File: src/rtl/raster_pixel_gen_pkg.sv
// Shared types for the raster source: FSM states, pattern codes and the
// colour-bar palette used by the built-in test pattern generator.
package raster_pixel_gen_pkg;

    localparam int CW    = 13;
    localparam int BAR_W = 80;

    typedef enum logic [1:0] {
        ST_IDLE  = 2'd0,
        ST_RUN   = 2'd1,
        ST_DRAIN = 2'd2
    } state_t;

    typedef enum logic [1:0] {
        SEL_EXT   = 2'd0,
        SEL_BARS  = 2'd1,
        SEL_CHECK = 2'd2,
        SEL_RAMP  = 2'd3
    } sel_t;

    // Bars left to right: white, yellow, cyan, green, magenta, red, blue, black.
    localparam logic [0:7][23:0] BAR_RGB = '{
        24'hFFFFFF, 24'hFFFF00, 24'h00FFFF, 24'h00FF00,
        24'hFF00FF, 24'hFF0000, 24'h0000FF, 24'h000000
    };

endpackage

File: src/rtl/raster_pattern.sv
// Combinational test pattern: maps (col, x_count, sel) to {R,G,B}.
// Ports: col/x_count raster position, sel pattern code, rgb pixel out.
module raster_pattern
    import raster_pixel_gen_pkg::*;
(
    input  logic [CW-1:0] col,
    input  logic [CW-1:0] x_count,
    input  sel_t          sel,
    output logic [23:0]   rgb
);

    logic [2:0] bar;
    logic       chk;
    logic       unused_x;

    assign chk      = col[5] ^ x_count[5];
    assign unused_x = ^{x_count[CW-1:6], x_count[4:0]};

    // Bar index col/80 as a compare ladder, scanning from the right edge.
    always_comb begin
        bar = 3'd7;
        for (int i = 7; i >= 0; i--) begin
            if (col < CW'((i + 1) * BAR_W)) bar = 3'(i);
        end
    end

    always_comb begin
        rgb = '0;
        unique case (sel)
            SEL_BARS:  rgb = BAR_RGB[bar];
            SEL_CHECK: rgb = {24{chk}};
            SEL_RAMP:  rgb = {3{col[9:2]}};
            default:   rgb = '0;
        endcase
    end

endmodule

File: src/rtl/raster_pixel_gen.sv
// VGA raster source: timing counters, syncs, de and a 24-bit pixel stream.
// Ports: clk/reset, en run request, pattern_sel, ext_req/ext_rgb fetch,
// col/x_count position, de/hsync/vsync/frame_start, r/g/b, busy.
// Build option RASTER_PATTERN_EN compiles in the test pattern generator.
module raster_pixel_gen
    import raster_pixel_gen_pkg::*;
#(
    parameter int H_ACTIVE = 640,
    parameter int H_FP     = 16,
    parameter int H_SYNC   = 96,
    parameter int H_BP     = 48,
    parameter int V_ACTIVE = 480,
    parameter int V_FP     = 10,
    parameter int V_SYNC   = 2,
    parameter int V_BP     = 33
) (
    input  logic          clk,
    input  logic          reset,
    input  logic          en,
    input  logic [1:0]    pattern_sel,
    output logic          ext_req,
    input  logic [23:0]   ext_rgb,
    output logic [CW-1:0] col,
    output logic [CW-1:0] x_count,
    output logic          de,
    output logic          hsync,
    output logic          vsync,
    output logic          frame_start,
    output logic [7:0]    r,
    output logic [7:0]    g,
    output logic [7:0]    b,
    output logic          busy
);

    localparam int H_TOTAL = H_ACTIVE + H_FP + H_SYNC + H_BP;
    localparam int V_TOTAL = V_ACTIVE + V_FP + V_SYNC + V_BP;

    localparam logic [CW-1:0] H_ACT = CW'(H_ACTIVE);
    localparam logic [CW-1:0] V_ACT = CW'(V_ACTIVE);
    localparam logic [CW-1:0] H_LST = CW'(H_TOTAL - 1);
    localparam logic [CW-1:0] V_LST = CW'(V_TOTAL - 1);
    localparam logic [CW-1:0] HS_B  = CW'(H_ACTIVE + H_FP);
    localparam logic [CW-1:0] HS_E  = CW'(H_ACTIVE + H_FP + H_SYNC);
    localparam logic [CW-1:0] VS_B  = CW'(V_ACTIVE + V_FP);
    localparam logic [CW-1:0] VS_E  = CW'(V_ACTIVE + V_FP + V_SYNC);

    state_t        state_q, state_d;
    logic [CW-1:0] col_d, x_d;
    logic          line_end, frame_end;
    logic          live_d, de_d, fs_d;
    logic [23:0]   pix;

    always_comb begin
        state_d   = state_q;
        col_d     = '0;
        x_d       = '0;
        line_end  = (col == H_LST);
        frame_end = line_end && (x_count == V_LST);
        unique case (state_q)
            ST_IDLE: begin
                if (en) state_d = ST_RUN;
            end
            ST_RUN, ST_DRAIN: begin
                col_d = line_end ? '0 : col + 1'b1;
                x_d   = !line_end ? x_count
                      : frame_end ? '0 : x_count + 1'b1;
                // Without en the frame still runs to its last pixel.
                if (en)             state_d = ST_RUN;
                else if (frame_end) state_d = ST_IDLE;
                else                state_d = ST_DRAIN;
            end
            default: state_d = ST_IDLE;
        endcase
    end

    assign live_d = (state_d != ST_IDLE);
    assign de_d   = live_d && (col_d < H_ACT) && (x_d < V_ACT);
    assign fs_d   = live_d && (col_d == '0) && (x_d == '0);

    // Fetch strobe is the next cycle's de, so data can arrive with de.
    assign ext_req = de_d && !reset;
    assign busy    = (state_q != ST_IDLE);

    always_ff @(posedge clk or posedge reset) begin
        if (reset) begin
            state_q     <= ST_IDLE;
            col         <= '0;
            x_count     <= '0;
            de          <= 1'b0;
            hsync       <= 1'b1;
            vsync       <= 1'b1;
            frame_start <= 1'b0;
        end else begin
            state_q     <= state_d;
            col         <= col_d;
            x_count     <= x_d;
            de          <= de_d;
            hsync       <= !(live_d && col_d >= HS_B && col_d < HS_E);
            vsync       <= !(live_d && x_d >= VS_B && x_d < VS_E);
            frame_start <= fs_d;
        end
    end

`ifdef RASTER_PATTERN_EN
    sel_t        sel_q, sel_eff;
    logic [23:0] pat_rgb, pat_q;

    // Selection is taken at frame start so a frame never tears.
    assign sel_eff = fs_d ? sel_t'(pattern_sel) : sel_q;

    raster_pattern u_pattern (
        .col     (col_d),
        .x_count (x_d),
        .sel     (sel_eff),
        .rgb     (pat_rgb)
    );

    always_ff @(posedge clk or posedge reset) begin
        if (reset) begin
            sel_q <= SEL_EXT;
            pat_q <= '0;
        end else begin
            sel_q <= sel_eff;
            pat_q <= pat_rgb;
        end
    end

    // External data is presented during its de cycle and passes through.
    assign pix = (sel_q == SEL_EXT) ? ext_rgb : pat_q;
`else
    logic unused_sel;

    assign unused_sel = ^pattern_sel;
    assign pix        = ext_rgb;
`endif

    assign {r, g, b} = de ? pix : 24'h0;

endmodule

File: config.mk
export PLATFORM = sky130hd
export DESIGN_NAME = raster_pixel_gen
export DESIGN_NICKNAME = d
export VERILOG_FILES = /design/src/rtl/raster_pixel_gen_pkg.sv /design/src/rtl/raster_pattern.sv /design/src/rtl/raster_pixel_gen.sv
export SDC_FILE = /design/constraint.sdc
export NUM_CORES = 1
export LEC_CHECK = 0
export CORE_MARGIN = 2
export CORE_UTILIZATION = 48
export CTS_CLUSTER_DIAMETER = 80
export DETAILED_ROUTE_END_ITERATION = 12
export PLACE_DENSITY = 0.87
export SETUP_SLACK_MARGIN = 0.05
export SKIP_LAST_GASP = 1
export SLEW_MARGIN = 20
export SYNTH_ARGS = -nofsm -noshare
export SYNTH_HDL_FRONTEND = slang
export SYNTH_HIERARCHICAL = 1
export SYNTH_SLANG_ARGS = --single-unit
File: constraint.sdc
create_clock -name clk -period 6.45 [get_ports clk]
set_input_delay 1.6125 -clock clk [delete_from_list [all_inputs] [get_ports clk]]
set_output_delay 1.6125 -clock clk [all_outputs]
set_load 0.03 [all_outputs]
==> metrics.yaml <==
status: "complete, no violations"
die_x_um: 71.6
die_area_um2: 5130
max-vdd-ir-drop_uv: 198
cts.hold.buffers_added: 0
reg2reg_slack_ns: 3.35
gp_congestion: 0.857
syn_inst: 250
grt_max_degree: 33
die_h_um: 71.6
dpl.hpwl_um: 4420
swShare_pct: 42.1
fp-row-count: 24
max_freq_ghz: 0.183
ios: 85
ys.flop_type: "dfrtp_1"
antenna_found_initial: 0
synth_nets: 284
drc: 0
rsz0062_at_grt: "no"
grt-ovfl-total: 0
grt_pass1_vias: 1963
power_switching_mw: 0.401
cts_buffers: 5
synth_top_cell_area_share_pct: 34.2
drtPass1Iterations: 5
grt_pass1_wl_um: 9260
crit_required_ns: 4.84
min_to: "col[0]"
synth_mux_area_share_pct: 0.912
path_class: "register to output pin"
leakagePower_nw: 1.26
slew_headroom_pct: 65.2
hold_start: "col[0]"
synth_compound_area_share_pct: 13.2
hold_path.class: "register to register"
synth_xor_area_share_pct: 7.18
nFillCells: 332
cts_tree: "done"
synth_common_cells: "and2_1, dfrtp_1, nor2_1"
post_cts_buffers: 0
grt_usage_pct: 23.4
met1_usage_pct: 28.2
yosysUniqueCellTypes: 56
vias_per_cell: 5.77
synth_area_leaders: "dfrtp_1, and2_1, nor2_1"
num_vias: 2208
final_cells: 383
worstHoldPathCells: 1
drv_cap: 0
io_buffers: 82
p_per_area_nw_per_um2: 304
antenna_cells: 0
clockPowerShare_pct: 20.1
critPathMaxFanout: 12
postSynthAreaPerCell_um2: 8.78
fin_area_um2: 3130
yosysWarnings: 6
pwr-share-seq_pct: 26.4
cts-root-buf: "clkbuf_8"
setup_tns_ns: 0
r2r_start: "col[0]"
ant_nets: 0
synthAdderAreaFrac_pct: 2.85
use_met3_pct: 7.88
hold_viol: 0
async_reset_ff_share_pct: 100
endpoint_kind: "output pin"
initial_core_util_pct: 50.1
areaGrowthSynthToFinish_pct: 42.7
max_slew.worst_pin.slew_ns: 0.517
finalMaxSlewViolations: 0
crit_arrival_ns: 3.86
clockBufferDepth: 2
placed_area_um2: 3030
dpl.cell_count: 375
post_cts_resized: 0
r2r_cells: 9
layout-drive-gt1-share_pct: 7.55
post-route-min-period_ns: 5.47
setup_viol: 0
wl_um: 5900
drtIter0Drc: 159
critPathLaunchType: "register"
synth_edf_count: 0
final_nets: 364
fin_crit_sh_pct: 84.9
combPwrFrac_pct: 53.5
met2_usage_pct: 38.7
grt-busiest-layer: "met2"
skew_ns: 0.0104
yosysTopAreaCell: "dfrtp_1"
hold-worst-slack_ns: 0.538
clk_latency_ns: 0.30
syn_area_um2: 2200
clock_sinks: 32
synth-seq-area-share_pct: 36.6
reg2reg_to: "vsync"
yosys_register_bits: 32
h-tree-depth: 2
cts.reportedPaths.clkPinSlew_ns: 0.06
p_int_mw: 0.551
synth-simple-area-share_pct: 33.4
wl_per_cell_um: 15.4
synth_top_family_by_area: "simple AND/OR/NAND/NOR gates"
fp.coreArea_um2: 4380
[routing by layer]
metal | share of wire [%] | vias up
met3 | 11 | 14
met2 | 48 | 125
met4 | 1.9 | 0
li1 | - | 1043
met5 | 0 | -
met1 | 39 | 1026
[through the flow]
step	util (%)	setup slack (ns)	power (mW)
detailed placement	69.0	1.12	0.765
CTS	71.5	0.946	0.956
floorplan	-	1.92	0.567
finish	71.5	0.976	0.952
global route	71.5	0.714	1.01
global placement	69.0	1.17	0.755
[logic make-up (layout without fill, tap and decap cells)]
logic type | count (synthesis) | in the layout
AO/OA/AOI/OAI | 41 | 41
AND/OR/NAND/NOR | 127 | 127
XOR/XNOR | 18 | 18
adder cells (fa/ha/maj) | 5 | 5
multiplexers | 2 | 2
flip-flops | 32 | 32
buffers and inverters | 25 | 106
[layout by cell type (no fill, tap or decap), types with 5 or more instances in the layout]
cell and n:
o21ai_0 10, or3_1 6, nand3_1 12, inv_1 11
a21oi_1 7, nand4_1 10, clkdlybuf4s50_1 82, xnor2_1 9
ha_1 5, xor2_1 9, nor2_1 23, nand2_1 14
dfrtp_1 30, nor3_1 7, clkbuf_8 5, and2_1 30
[worst max-delay path by stage]
| stage | from | end | slack [ns] | depth (start not counted) |
|---|---|---|---|---|
| finish | col[0] | ext_req | 0.98 | 9 |
| global route | col[1] | ext_req | 0.71 | 10 |
| CTS | col[1] | ext_req | 0.95 | 10 |
| detailed placement | en | ext_req | 1.12 | 7 |
| global placement | en | ext_req | 1.17 | 7 |
| floorplan | col[1] | ext_req | 1.92 | 10 |
[critical path: stages, from the launching register on]
cell             delay, ns
dfrtp_1               0.43
ha_1                  0.34
nand4_1               0.38
or4_4                 0.74
nor3_1                0.29
mux2i_1               0.31
nand3_1               0.13
and3_1                0.21
and2_1                0.16
clkdlybuf4s50_1       0.59
[layout make-up]
cell class / instances / area, um^2 / area share (%)
clock buffer: 6 / 72.6 / 2.32
clock inverter: 2 / 35.0 / 1.12
inverter: 12 / 45.0 / 1.44
multi-input combinational: 193 / 1260 / 40.3
sequential: 32 / 803 / 25.6
tap: 52 / 65.1 / 2.08
timing repair buffer: 86 / 851 / 27.1
[registers in the layout (all words and copies together), names as in the netlist]
signal,cells
state_q,2
x_count,13
vsync,1
col,13
frame_start,1
hsync,1
de,1
[power by group through the flow]
stage | clock (mW) | sequential (mW) | combinational, mW
2_1_floorplan | 0 | 0.266 | 0.302
3_3_place_gp | 0 | 0.255 | 0.501
3_5_place_dp | 0 | 0.256 | 0.509
4_1_cts | 0.194 | 0.252 | 0.510
5_1_grt | 0.204 | 0.260 | 0.542
6_report | 0.192 | 0.251 | 0.509
(Power assumes the default switching activity.)
